<file path="config.mk">
export PLATFORM = sky130hd
export DESIGN_NAME = spi_flash_cmd_sequencer
export DESIGN_NICKNAME = d
export VERILOG_FILES = /design/src/rtl/spi_flash_cmd_sequencer.sv
export SDC_FILE = /design/constraint.sdc
export NUM_CORES = 1
export LEC_CHECK = 0
export CORE_MARGIN = 8
export CORE_UTILIZATION = 55
export DETAILED_ROUTE_END_ITERATION = 7
export PLACE_DENSITY = 0.8
export SKIP_LAST_GASP = 1
export SYNTH_ARGS = -nofsm -noshare
export SYNTH_HDL_FRONTEND = slang
export SYNTH_SLANG_ARGS = --single-unit
</file>
<file path="constraint.sdc">
create_clock -name clk -period 3.45 [get_ports clk]
set_input_delay 0.345 -clock clk [delete_from_list [all_inputs] [get_ports clk]]
set_output_delay 0.345 -clock clk [all_outputs]
set_load 0.05 [all_outputs]
</file>
<file path="src/rtl/spi_flash_cmd_sequencer.sv">
// SPI NOR flash command sequencer. Turns one host request into a complete flash
// transaction (write-enable, opcode, address, data, busy polling) driven over a
// byte-level SPI shifter through a start/done handshake. Owns chip select.
module spi_flash_cmd_sequencer #(
  parameter int CS_GAP   = 4,
  parameter int POLL_GAP = 16,
  parameter int POLL_MAX = 65535
) (
  input  logic        clk,
  input  logic        rst_n,
  input  logic        req_valid,
  output logic        req_ready,
  input  logic [2:0]  req_op,
  input  logic [23:0] req_addr,
  input  logic [8:0]  req_len,
  input  logic [7:0]  wr_data,
  input  logic        wr_valid,
  output logic        wr_ready,
  output logic [7:0]  rd_data,
  output logic        rd_valid,
  output logic        done,
  output logic        err,
  output logic        ncs,
  output logic        shf_start,
  output logic [7:0]  shf_tx,
  input  logic        shf_done,
  input  logic [7:0]  shf_rx
);

  typedef enum logic [3:0] {
    S_IDLE, S_WREN, S_WREN_GAP, S_CMD, S_ADDR, S_DATA, S_END_GAP,
    S_POLL_CMD, S_POLL_RD, S_POLL_WAIT, S_DONE
  } state_e;

  typedef enum logic [2:0] {
    OP_READ, OP_PROG, OP_SE, OP_BE32, OP_BE64, OP_RDSR
  } op_e;

  localparam logic [15:0] CS_LAST   = 16'(CS_GAP - 1);
  localparam logic [15:0] POLL_LAST = 16'(POLL_GAP - 1);
  localparam logic [15:0] POLL_LIM  = 16'(POLL_MAX);

  state_e      state_q, state_d;
  op_e         op_q, op_d;
  logic [23:0] addr_q, addr_d;
  logic [8:0]  len_q, len_d;
  logic [8:0]  cnt_q, cnt_d;     // bytes completed in the current phase
  logic [15:0] gap_q, gap_d;     // ncs-high cycles spent in a gap state
  logic [15:0] poll_q, poll_d;   // status polls issued for this request
  logic        pend_q, pend_d;   // byte exchange outstanding on the shifter
  logic        ncs_q, ncs_d;
  logic        start_q, start_d;
  logic [7:0]  tx_q, tx_d;
  logic [7:0]  rd_data_q, rd_data_d;
  logic        rd_valid_q, rd_valid_d;
  logic        err_q, err_d;

  logic send_state, can_issue, xfer_done, req_legal, req_writes, is_erase, is_read;

  function automatic logic [7:0] opcode(input op_e op);
    case (op)
      OP_READ: return 8'h03;
      OP_PROG: return 8'h02;
      OP_SE:   return 8'h20;
      OP_BE32: return 8'h52;
      OP_BE64: return 8'hD8;
      default: return 8'h05;
    endcase
  endfunction

  assign send_state = (state_q == S_WREN) || (state_q == S_CMD) || (state_q == S_ADDR) ||
                      (state_q == S_DATA) || (state_q == S_POLL_CMD) || (state_q == S_POLL_RD);
  // A new byte may launch only inside a low-ncs frame with the shifter idle.
  assign can_issue  = send_state && !ncs_q && !pend_q && !start_q;
  // A done pulse with nothing outstanding is stray and ignored.
  assign xfer_done  = shf_done && pend_q && !start_q;
  assign req_legal  = (req_op <= 3'd5) &&
                      ((req_op > 3'd1) || ((req_len != 9'd0) && (req_len <= 9'd256)));
  assign req_writes = (req_op >= 3'd1) && (req_op <= 3'd4);
  assign is_erase   = (op_q == OP_SE) || (op_q == OP_BE32) || (op_q == OP_BE64);
  assign is_read    = (op_q == OP_READ) || (op_q == OP_RDSR);

  // State and registered outputs; ncs goes high the instant reset asserts.
  always_ff @(posedge clk or negedge rst_n) begin
    if (!rst_n) begin
      state_q    <= S_IDLE;
      op_q       <= OP_READ;
      addr_q     <= '0;
      len_q      <= '0;
      cnt_q      <= '0;
      gap_q      <= '0;
      poll_q     <= '0;
      pend_q     <= 1'b0;
      ncs_q      <= 1'b1;
      start_q    <= 1'b0;
      tx_q       <= '0;
      rd_data_q  <= '0;
      rd_valid_q <= 1'b0;
      err_q      <= 1'b0;
    end else begin
      // NOTE: non-blocking assignments so every register samples pre-edge values.
      state_q    <= state_d;
      op_q       <= op_d;
      addr_q     <= addr_d;
      len_q      <= len_d;
      cnt_q      <= cnt_d;
      gap_q      <= gap_d;
      poll_q     <= poll_d;
      pend_q     <= pend_d;
      ncs_q      <= ncs_d;
      start_q    <= start_d;
      tx_q       <= tx_d;
      rd_data_q  <= rd_data_d;
      rd_valid_q <= rd_valid_d;
      err_q      <= err_d;
    end
  end

  // Next-state, byte issue and handshake decode for the whole transaction.
  always_comb begin
    // NOTE: every signal gets a default first so no path infers a latch.
    state_d    = state_q;
    op_d       = op_q;
    addr_d     = addr_q;
    len_d      = len_q;
    cnt_d      = cnt_q;
    gap_d      = gap_q;
    poll_d     = poll_q;
    pend_d     = pend_q;
    ncs_d      = ncs_q;
    start_d    = 1'b0;
    tx_d       = tx_q;
    rd_data_d  = rd_data_q;
    rd_valid_d = 1'b0;
    err_d      = err_q;
    wr_ready   = 1'b0;

    if (can_issue) begin
      if (state_q == S_DATA && op_q == OP_PROG) begin
        // Program data stalls here indefinitely until the host offers a byte.
        if (wr_valid) begin
          wr_ready = 1'b1;
          tx_d     = wr_data;
          start_d  = 1'b1;
          pend_d   = 1'b1;
        end
      end else begin
        start_d = 1'b1;
        pend_d  = 1'b1;
        case (state_q)
          S_WREN:     tx_d = 8'h06;
          S_CMD:      tx_d = opcode(op_q);
          S_ADDR:     tx_d = (cnt_q[1:0] == 2'd0) ? addr_q[23:16] :
                             (cnt_q[1:0] == 2'd1) ? addr_q[15:8] : addr_q[7:0];
          S_POLL_CMD: tx_d = 8'h05;
          default:    tx_d = 8'h00;
        endcase
      end
    end

    if (xfer_done) pend_d = 1'b0;

    case (state_q)
      S_IDLE: if (req_valid) begin
        op_d   = op_e'(req_op);
        addr_d = req_addr;
        len_d  = req_len;
        cnt_d  = '0;
        gap_d  = '0;
        poll_d = '0;
        if (!req_legal) begin
          err_d   = 1'b1;
          state_d = S_DONE;
        end else begin
          err_d   = 1'b0;
          ncs_d   = 1'b0;
          state_d = req_writes ? S_WREN : S_CMD;
        end
      end
      S_WREN: if (xfer_done) begin
        ncs_d   = 1'b1;
        gap_d   = '0;
        state_d = S_WREN_GAP;
      end
      S_WREN_GAP: if (gap_q == CS_LAST) begin
        ncs_d   = 1'b0;
        state_d = S_CMD;
      end else gap_d = gap_q + 16'd1;
      S_CMD: if (xfer_done) begin
        cnt_d = '0;
        if (op_q == OP_RDSR) begin
          len_d   = 9'd1;
          state_d = S_DATA;
        end else state_d = S_ADDR;
      end
      S_ADDR: if (xfer_done) begin
        if (cnt_q == 9'd2) begin
          cnt_d = '0;
          if (is_erase) begin
            ncs_d   = 1'b1;
            gap_d   = '0;
            state_d = S_END_GAP;
          end else state_d = S_DATA;
        end else cnt_d = cnt_q + 9'd1;
      end
      S_DATA: if (xfer_done) begin
        if (op_q != OP_PROG) begin
          rd_data_d  = shf_rx;
          rd_valid_d = 1'b1;
        end
        cnt_d = cnt_q + 9'd1;
        if (cnt_q + 9'd1 == len_q) begin
          ncs_d   = 1'b1;
          gap_d   = '0;
          state_d = S_END_GAP;
        end
      end
      S_END_GAP: if (gap_q == CS_LAST) begin
        gap_d = '0;
        if (is_read) state_d = S_DONE;
        else begin
          ncs_d   = 1'b0;
          state_d = S_POLL_CMD;
        end
      end else gap_d = gap_q + 16'd1;
      S_POLL_CMD: if (xfer_done) state_d = S_POLL_RD;
      S_POLL_RD: if (xfer_done) begin
        ncs_d  = 1'b1;
        poll_d = poll_q + 16'd1;
        gap_d  = '0;
        if (!shf_rx[0]) begin
          err_d   = 1'b0;
          state_d = S_DONE;
        end else if (poll_q + 16'd1 == POLL_LIM) begin
          err_d   = 1'b1;
          state_d = S_DONE;
        end else state_d = S_POLL_WAIT;
      end
      S_POLL_WAIT: if (gap_q == POLL_LAST) begin
        gap_d   = '0;
        ncs_d   = 1'b0;
        state_d = S_POLL_CMD;
      end else gap_d = gap_q + 16'd1;
      S_DONE:  state_d = S_IDLE;
      default: state_d = S_IDLE;
    endcase
  end

  assign req_ready = (state_q == S_IDLE);
  assign done      = (state_q == S_DONE);
  assign err       = (state_q == S_DONE) && err_q;
  assign ncs       = ncs_q;
  assign shf_start = start_q;
  assign shf_tx    = tx_q;
  assign rd_data   = rd_data_q;
  assign rd_valid  = rd_valid_q;

endmodule
</file>
==> metrics.txt, run 1 <==
Yosys top cell area share 42.4%; Post-Synthesis Cell Area between 5000 and 6000 µm²; HP Class in -> async; Util after Layout 65.4%; total gr overflow 0; CTS H-tree depth 3; RSZ-0062 raised after global routing false; Rows 38; Die ar. 14,400 µm²; WP data arrival approximately 2.7 ns; Synthesized Nets 759; Hold Vio Cnt, Final 0; vias in the first global route 5,140; vias per cell 6.11; initial antenna violation count 0; largest cells by area after synthesis dfrtp_1, nand2_1, o21ai_0; unique cell type count in the Yosys netlist 69; Setup crit end kind primary output; Total GRT Usage 21.1%; Die Ht 120 µm; Max-cap violations 0; share of synthesized registers carrying an async set or reset 100%; Post-synth EDFFs 0; outcome complete, no violations; fillers 916; YS warnings 0; worst-skew pair later-pin latency 0.39 ns; minimum clock period 3.07 ns; Peak supply drop 0.000618 V; drt pass-1 iters 5; Slew Viols, Final 0; WHS 0.148 ns; # hold bufs at CTS 0; Detailed Route WL 15.3 mm; DRT iter0 DRCs 444; cell with the most instances after synthesis nand2_1; IO Port Bufs 79; top_reg_cell synth dfrtp_1; R2R depth 6; Placed Cells 880; final setup TNS 0 ns; endpoints failing setup 0; first-pass GRT wire length 25.2 mm; Avg Inst Size Synth 8.58 µm²; deepest clock path buffer count 2; Core ar. roughly 11,000 µm²; Final period util 89.1%; HPWL after DPL 10.9 mm; final cell count without fillers 897; Num CTS Buffers 9; P&R area growth vs syn 17.3%; final net count 816; Leak Pwr around 2.9 nW; Via Count 5,477; pin count of the biggest net entering global routing 88; Worst EP required 3.11 ns; worst slew pin tran about 1.1 ns; Clock Tree Root clkbuf_8; Worst-path clk slew 0.10 ns; gpl congestion 0.910; remaining antenna violation count after routing 0; dpl cell area 6800 µm²; pwr dens 777 nW/µm²; register area share after synthesis between 40 and 50%; ANT cells 0; Commonest cells post-synth nand2_1, dfrtp_1, o21ai_0; WL/cell around 17 µm; startpoint types flop; Worst Skew 0.00866 ns; TritonCTS clock tree done; Initial Util 55.7%; max frequency 0.325 GHz; total power draw approximately 5.4 mW; Post-CTS Resized 0; chip width 120 µm; cell count after synthesis roughly 700; # DRC 0; I/O Pins 80; Post-CTS Setup Repair Bufs 0; flops & latches, synth roughly 100; layout cells sized above 1 5.94%; cell area after layout 6990 µm²; worst setup margin ~0.38 ns; max-slew headroom at the worst pin 26.6%; area leader, netlist dfrtp_1; largest fanout on the critical path 23; WS Path Type reg -> out; Sink Count 102; pre-CTS WS 0.498 ns
[sequential cells by signal, indices dropped and copies added (netlist names)]
signal and count:
addr_q 24, gap_q 16, poll_q 16, cnt_q 9, len_q 9, rd_data 8, shf_tx 8, state_q 4
op_q 3, err_q 1, ncs 1, pend_q 1, rd_valid 1, shf_start 1
[where the power goes]
part / switching (mW) / internal, mW
sequential: 0.479 / 1.60
clock: 0.450 / 0.272
combinational: 1.60 / 1.03
total: 2.53 / 2.90
[cells in the final DEF, fill, tap and decap left out, drive strengths merged, types with 4 or more instances in the layout]
cell,synthesis,routed
nand2,134,134
dfrtp,101,101
clkdlybuf4s50,0,77
o21ai,55,55
nor2,42,42
a21oi,36,36
a31oi,27,27
nand3,22,22
nor3,17,17
inv,12,15
xor2,14,14
nand2b,13,13
and3,12,12
nor4,11,11
o31ai,10,10
nand4,10,10
buf,18,10
mux2i,9,9
a22o,9,9
clkbuf,23,9
mux2,8,8
nor2b,7,7
ha,7,7
o21a,6,6
and2,5,5
o22ai,5,5
o41ai,5,5
or4,4,4
nand3b,4,4
o21bai,4,4
nor4b,4,4
xnor2,4,4
or3,4,4
a41oi,4,4
or3b,4,4
[routing by layer]
layer,GRT usage [%],wire length [µm]
met5,0,0
met4,5.39,192
met3,6.90,1080
met2,33.0,7130
met1,27.6,6870
[path summary, 6_finish.rpt]
path                                        startpoint                     to  slack [ns]
worst max-delay path            state_q[0]$_DFFE_PN0P_               wr_ready        0.38
worst max register to register  state_q[0]$_DFFE_PN0P_   gap_q[4]$_DFFE_PN0P_        0.55
min in group clk                           req_addr[2]  addr_q[2]$_DFFE_PN0P_        0.48
max in group asynchronous                        rst_n  shf_tx[7]$_DFFE_PN0P_        2.42
worst min register to register   addr_q[3]$_DFFE_PN0P_  addr_q[3]$_DFFE_PN0P_        0.48
worst min-delay path                             rst_n   cnt_q[3]$_DFFE_PN0P_        0.15
[critical path, stage by stage, from the launching register on]
cell	delay [ns]
dfrtp_1	0.64
nor3b_2	0.41
o21bai_1	0.10
a2111oi_0	0.72
and3_1	0.32
buf_12	0.15
[layout make-up]
type                       instances  area (µm²)  share of cell area (%)
clock buffer                       9         124                    1.77
clock inverter                     7        57.6                   0.823
inverter                          12        45.0                   0.644
multi-input combinational        540        3180                    45.5
sequential                       102        2550                    36.5
tap                              140         175                    2.50
timing repair buffer              87         858                    12.3
[cells by family after synthesis]
logic type      after synthesis  share of synthesized area (%)
mux                          17                           3.02
xor+xnor                     18                           2.64
simple gates                303                           24.8
fa+ha+maj                     7                           1.47
buf+inv                      53                           3.97
flops                       102                           42.8
compound gates              195                           21.3
Note: power is estimated with default switching activity, not from simulation.
==> run 2: changes to the inputs <==
--- a/config.mk
+++ b/config.mk
@@ -5,8 +5,8 @@
 export SDC_FILE = /design/constraint.sdc
 export NUM_CORES = 1
 export LEC_CHECK = 0
-export CORE_MARGIN = 8
 export CORE_UTILIZATION = 55
+export CTS_CLUSTER_DIAMETER = 150
 export DETAILED_ROUTE_END_ITERATION = 7
 export PLACE_DENSITY = 0.8
 export SKIP_LAST_GASP = 1
==> metrics.txt, run 2 (synthesized netlist as in run 1, its figures left out) <==
Num CTS Buffers 9 (unchanged); FF-to-FF setup slack 0.48 ns (-0.07 ns); Rows 37 (-2.6%); Clock Tree Root clkbuf_8; Worst Skew 0.0113 ns (+0.00263 ns); Sink Count 102 (unchanged); pin count of the biggest net entering global routing 62 (-30%); max frequency 0.315 GHz (-3.2%); Max-cap violations 0 (unchanged); max-slew headroom at the worst pin 20.7% (-5.9 points); Hold Vio Cnt, Final 0 (unchanged); Post-CTS Setup Repair Bufs 0 (unchanged); Core ar. 10,400 µm² (-2.6%); Worst R2R End gap_q[14]$_DFFE_PN0P_; vias per cell 6.18 (+1.1%); Die Ht 106 µm (-12%); I/O Pins 80 (unchanged); most frequent cells in the layout nand2_1, dfrtp_1, clkdlybuf4s50_1; outcome complete, no violations; Detailed Route WL 14.8 mm (-3.1%); pwr dens 779 nW/µm² (+0.25%); Worst EP required 3.11 ns (about the same); HP Class in -> async; gpl congestion 0.887 (-2.6%); ANT cells 0 (unchanged); Slew Viols, Final 0 (unchanged); first-pass GRT wire length 25.1 mm (-0.11%); final net count 819 (+0.37%); Setup crit end kind primary output; Initial Util 57.2% (+1.5 points); Final period util 92.1% (+3.0 points); P&R area growth vs syn 17.7%; # hold bufs at CTS 0 (unchanged); initial antenna violation count 0 (unchanged); CTS H-tree depth 3 (unchanged); WP data arrival 2.83 ns (+0.10 ns); Leak Pwr 2.96 nW (+0.62%); HPWL after DPL 10.8 mm (-1.3%); WL/cell 16.6 µm (-2.7%); total power draw 5.46 mW (+0.59%); Post-CTS Resized 0 (unchanged); worst-skew pair later-pin latency 0.39 ns (about the same); startpoint types flop; IO Port Bufs 79 (unchanged); Biggest register addr_q; fillers 878 (-4.1%); deepest clock path buffer count 2 (unchanged); commonest non-fill, non-tap cell in the layout nand2_1; Die ar. 11,300 µm² (-22%); # DRC 0 (unchanged); Total GRT Usage 28.2% (+7.2 points); Via Count 5,521 (+0.80%); RSZ-0062 raised after global routing false; cell area after layout 7020 µm² (+0.34%); DRT iter0 DRCs 477 (+7.4%); endpoints failing setup 0 (unchanged); final setup TNS 0 ns (unchanged); CP endpoint wr_ready; Peak supply drop 0.000476 V (-23%); largest fanout on the critical path 26 (+13%); minimum clock period 3.18 ns (+0.102 ns); worst slew pin tran 1.18 ns (+0.0755 ns); final cell count without fillers 894 (-0.33%); layout cells sized above 1 5.94% (-0.0078 points); chip width 106 µm (-12%); Worst-path clk slew 0.09 ns (about the same); Util after Layout 67.4% (+2.0 points); WS Path Type reg -> out; TritonCTS clock tree done; max reg flops 24 (unchanged); remaining antenna violation count after routing 0 (unchanged); vias in the first global route 5,207 (+1.3%); dpl cell area 6830 µm² (+0.37%); Reg-to-Reg Start state_q[3]$_DFFE_PN0P_; biggest regs addr_q (24), gap_q (16), poll_q (16); R2R depth 6 (unchanged); total gr overflow 0 (unchanged); Placed Cells 880 (unchanged); Critical Path Start state_q[3]$_DFFE_PN0P_; drt pass-1 iters 5 (unchanged)
-- run 2: final cells by class --
cell class,instances,area [µm²],share of cell area [%]
Inverter,12,45.0,0.642
Timing Repair Buffer,90,881,12.6
Clock inverter,3,46.3,0.660
Tap cell,136,170,2.43
Multi-Input combinational cell,540,3180,45.3
Clock buffer,11,141,2.01
Sequential cell,102,2550,36.4
-- run 2: metrics by stage --
step,worst slack (ns),hold slack (ns)
after floorplan,1.04,0.0494
after global placement,0.619,0.459
after detailed placement,0.497,0.463
after CTS,0.310,0.0484
after global routing,0.0775,0.0867
final,0.274,0.0271
-- run 2: how the worst min path moves through the flow --
stage / slack, ns / startpoint / endpoint / cells past startpoint
3_3_place_gp: 0.46 / addr_q[20]$_DFFE_PN0P_ / addr_q[20]$_DFFE_PN0P_ / 2
6_report: 0.03 / rst_n / len_q[5]$_DFFE_PN0P_ / 1
3_5_place_dp: 0.46 / addr_q[21]$_DFFE_PN0P_ / addr_q[21]$_DFFE_PN0P_ / 2
4_1_cts: 0.05 / rst_n / gap_q[1]$_DFFE_PN0P_ / 1
2_1_floorplan: 0.05 / rst_n / addr_q[0]$_DFFE_PN0P_ / 0
5_1_grt: 0.09 / rst_n / len_q[7]$_DFFE_PN0P_ / 1
-- run 2: report_power, final --
group,internal (mW),switching (mW),leakage (nW)
Combinational,1.04,1.61,1.53
Clock,0.349,0.399,0.0915
Sequential,1.60,0.467,1.34
-- run 2: critical path, cell delays in order, from the launching register on --
cell       delay [ns]
dfrtp_1          0.84
nor3b_2          0.37
o21bai_1         0.10
a2111oi_0        0.64
and3_1           0.34
buf_12           0.15
-- run 2: metal layers --
metal / up-vias / wire, µm / track usage [%]
met1: 2666 / 6510 / 38.4
met3: 18 / 839 / 6.19
li1: 2650 / - / -
met2: 187 / 7250 / 45.4
met5: - / 0 / 0
met4: 0 / 206 / 8.04
==> run 3: changes to the inputs <==
==> constraint.sdc (replaced) <==
create_clock -name clk -period 4.1 [get_ports clk]
set_input_delay 0.41 -clock clk [delete_from_list [all_inputs] [get_ports clk]]
set_output_delay 0.41 -clock clk [all_outputs]
set_load 0.05 [all_outputs]
==> metrics.txt, run 3 (synthesized netlist as in run 1, its figures left out) <==
outcome complete, no violations; Critical Path Start state_q[0]$_DFFE_PN0P_; max-slew headroom at the worst pin 43.0% (+22 points); WL/cell 16.5 µm (-0.17%); worst-skew pair later-pin latency 0.38 ns (about the same); commonest non-fill, non-tap cell in the layout nand2_1; CP endpoint wr_ready; Worst Skew 0.00799 ns (-0.00329 ns); Placed Cells 878 (-0.23%); initial antenna violation count 0 (unchanged); Total GRT Usage 28.0% (-0.23 points); HP Class in -> async; switching share of power 43.7% (-1.5 points); Via Count 5,476 (-0.82%); R2R depth 7 (+1); minimum clock period 3.69 ns; CTS H-tree depth 3 (unchanged); final cell count without fillers 894 (unchanged); vias in the first global route 5,208 (+0.019%); final net count 817 (-0.24%); max reg flops 24 (unchanged); layout cells sized above 1 5.80% (-0.13 points); Clock Tree Root clkbuf_8; chip width 106 µm (unchanged); endpoints failing setup 0 (unchanged); worst setup margin 0.413 ns (+0.139 ns); drt pass-1 iters 5 (unchanged); Rows 37 (unchanged); pwr dens 679 nW/µm² (-13%); pre-CTS WS 0.870 ns (+0.373 ns); Hold Vio Cnt, Final 0 (unchanged); internal power 2.70 mW (-9.7%); total power draw 4.81 mW (-12%); total gr overflow 0 (unchanged); Setup crit end kind primary output; WS Path Type reg -> out; Biggest register addr_q; # DRC 0 (unchanged); Detailed Route WL 14.8 mm (-0.17%); Util after Layout 67.9% (+0.55 points); Flop pwr share 36.1% (-1.8 points); Worst-path clk slew 0.09 ns (about the same); DRT iter0 DRCs 493 (+3.4%); HPWL after DPL 10.6 mm (-2.2%); worst slew pin tran 0.853 ns (-0.324 ns); pin count of the biggest net entering global routing 66 (+6.5%); RSZ-0062 raised after global routing false; P&R area growth vs syn 18.7%; TritonCTS clock tree done; Post-CTS Setup Repair Bufs 0 (unchanged); most frequent cells in the layout nand2_1, dfrtp_1, clkdlybuf4s50_1; Leak Pwr 2.99 nW (+0.93%); power share of the combinational group 46.3% (-2.2 points); Worst R2R End gap_q[11]$_DFFE_PN0P_; # hold bufs at CTS 0 (unchanged); ANT cells 0 (unchanged); Sink Count 102 (unchanged); Die Ht 106 µm (unchanged); vias per cell 6.13 (-0.82%); Core ar. 10,400 µm² (unchanged); IO Port Bufs 79 (unchanged); remaining antenna violation count after routing 0 (unchanged); gpl congestion 0.870 (-1.8%); WP data arrival 3.28 ns (+0.45 ns); Final period util 89.9%; FF-to-FF setup slack 1.23 ns (+0.75 ns); Slew Viols, Final 0 (unchanged); Reg-to-Reg Start cnt_q[0]$_DFFE_PN0P_; startpoint types flop; Worst EP required 3.69 ns (+0.58 ns); biggest regs addr_q (24), gap_q (16), poll_q (16); Peak supply drop 0.000459 V (-3.7%); deepest clock path buffer count 2 (unchanged); max frequency 0.271 GHz; Die ar. 11,300 µm² (unchanged); I/O Pins 80 (unchanged); Initial Util 57.2% (unchanged); Max-cap violations 0 (unchanged); largest fanout on the critical path 23 (-12%); NetSw 2.10 mW (-15%); Num CTS Buffers 9 (unchanged); Post-CTS Resized 0 (unchanged); clock share of power 17.5% (+3.8 points); final setup TNS 0 ns (unchanged); first-pass GRT wire length 25.0 mm (-0.30%)
[run 3: changes by cell type in the layout (fill, tap and decap cells not counted)]
cell,previous run,this run
clkinvlp_4,1,0
clkinv_4,1,0
buf_12,1,0
clkdlybuf4s50_1,77,78
bufinv_16,1,4
buf_4,12,10
inv_6,0,1
[run 3: metrics by stage]
stage	cell area [µm²]	hold slack, ns
after floorplan	5960	0.114
after global placement	6800	0.459
after detailed placement	6800	0.463
after CTS	7070	0.143
after global routing	7070	0.174
final	7070	0.115
[run 3: how the worst min path moves through the flow]
stage / end / slack, ns / cells after the start
floorplan: addr_q[0]$_DFFE_PN0P_ / 0.11 / 0
global placement: addr_q[20]$_DFFE_PN0P_ / 0.46 / 2
detailed placement: addr_q[16]$_DFFE_PN0P_ / 0.46 / 2
CTS: len_q[5]$_DFFE_PN0P_ / 0.14 / 1
global route: cnt_q[5]$_DFFE_PN0P_ / 0.17 / 1
finish: cnt_q[3]$_DFFE_PN0P_ / 0.12 / 1
[run 3: power by group through the flow]
stage,Combinational (mW),Sequential [mW],Clock (mW)
finish,2.23,1.74,0.843
global route,2.46,1.79,0.896
CTS,2.22,1.73,0.854
detailed placement,2.21,1.74,0
global placement,2.15,1.72,0
floorplan,1.47,1.85,0
[run 3: worst max-delay path, cell delays in order, from the launching register on]
cell and delay, ns:
dfrtp_1 0.63, nor3b_2 0.37, o21bai_1 0.09, a2111oi_0 0.70, and3_1 0.27, clkdlybuf4s50_1 0.82
[run 3: cell type report]
type	count	area, µm²
repair buffers	88	856
clock buffers	11	141
fillers	843	3340
multi-input cells	540	3180
flip-flops and latches	102	2550
clock inverters	5	129
well taps	136	170
inverters	12	45.0
[run 3: per-layer routing]
metal	routed length, µm	up-vias	part of all wire (%)	track usage, %
met5	0	-	0	0
met1	6760	2636	46	37.9
met4	301	0	2.0	8.53
li1	-	2654	-	-
met2	6950	165	47	44.5
met3	764	21	5.2	6.62
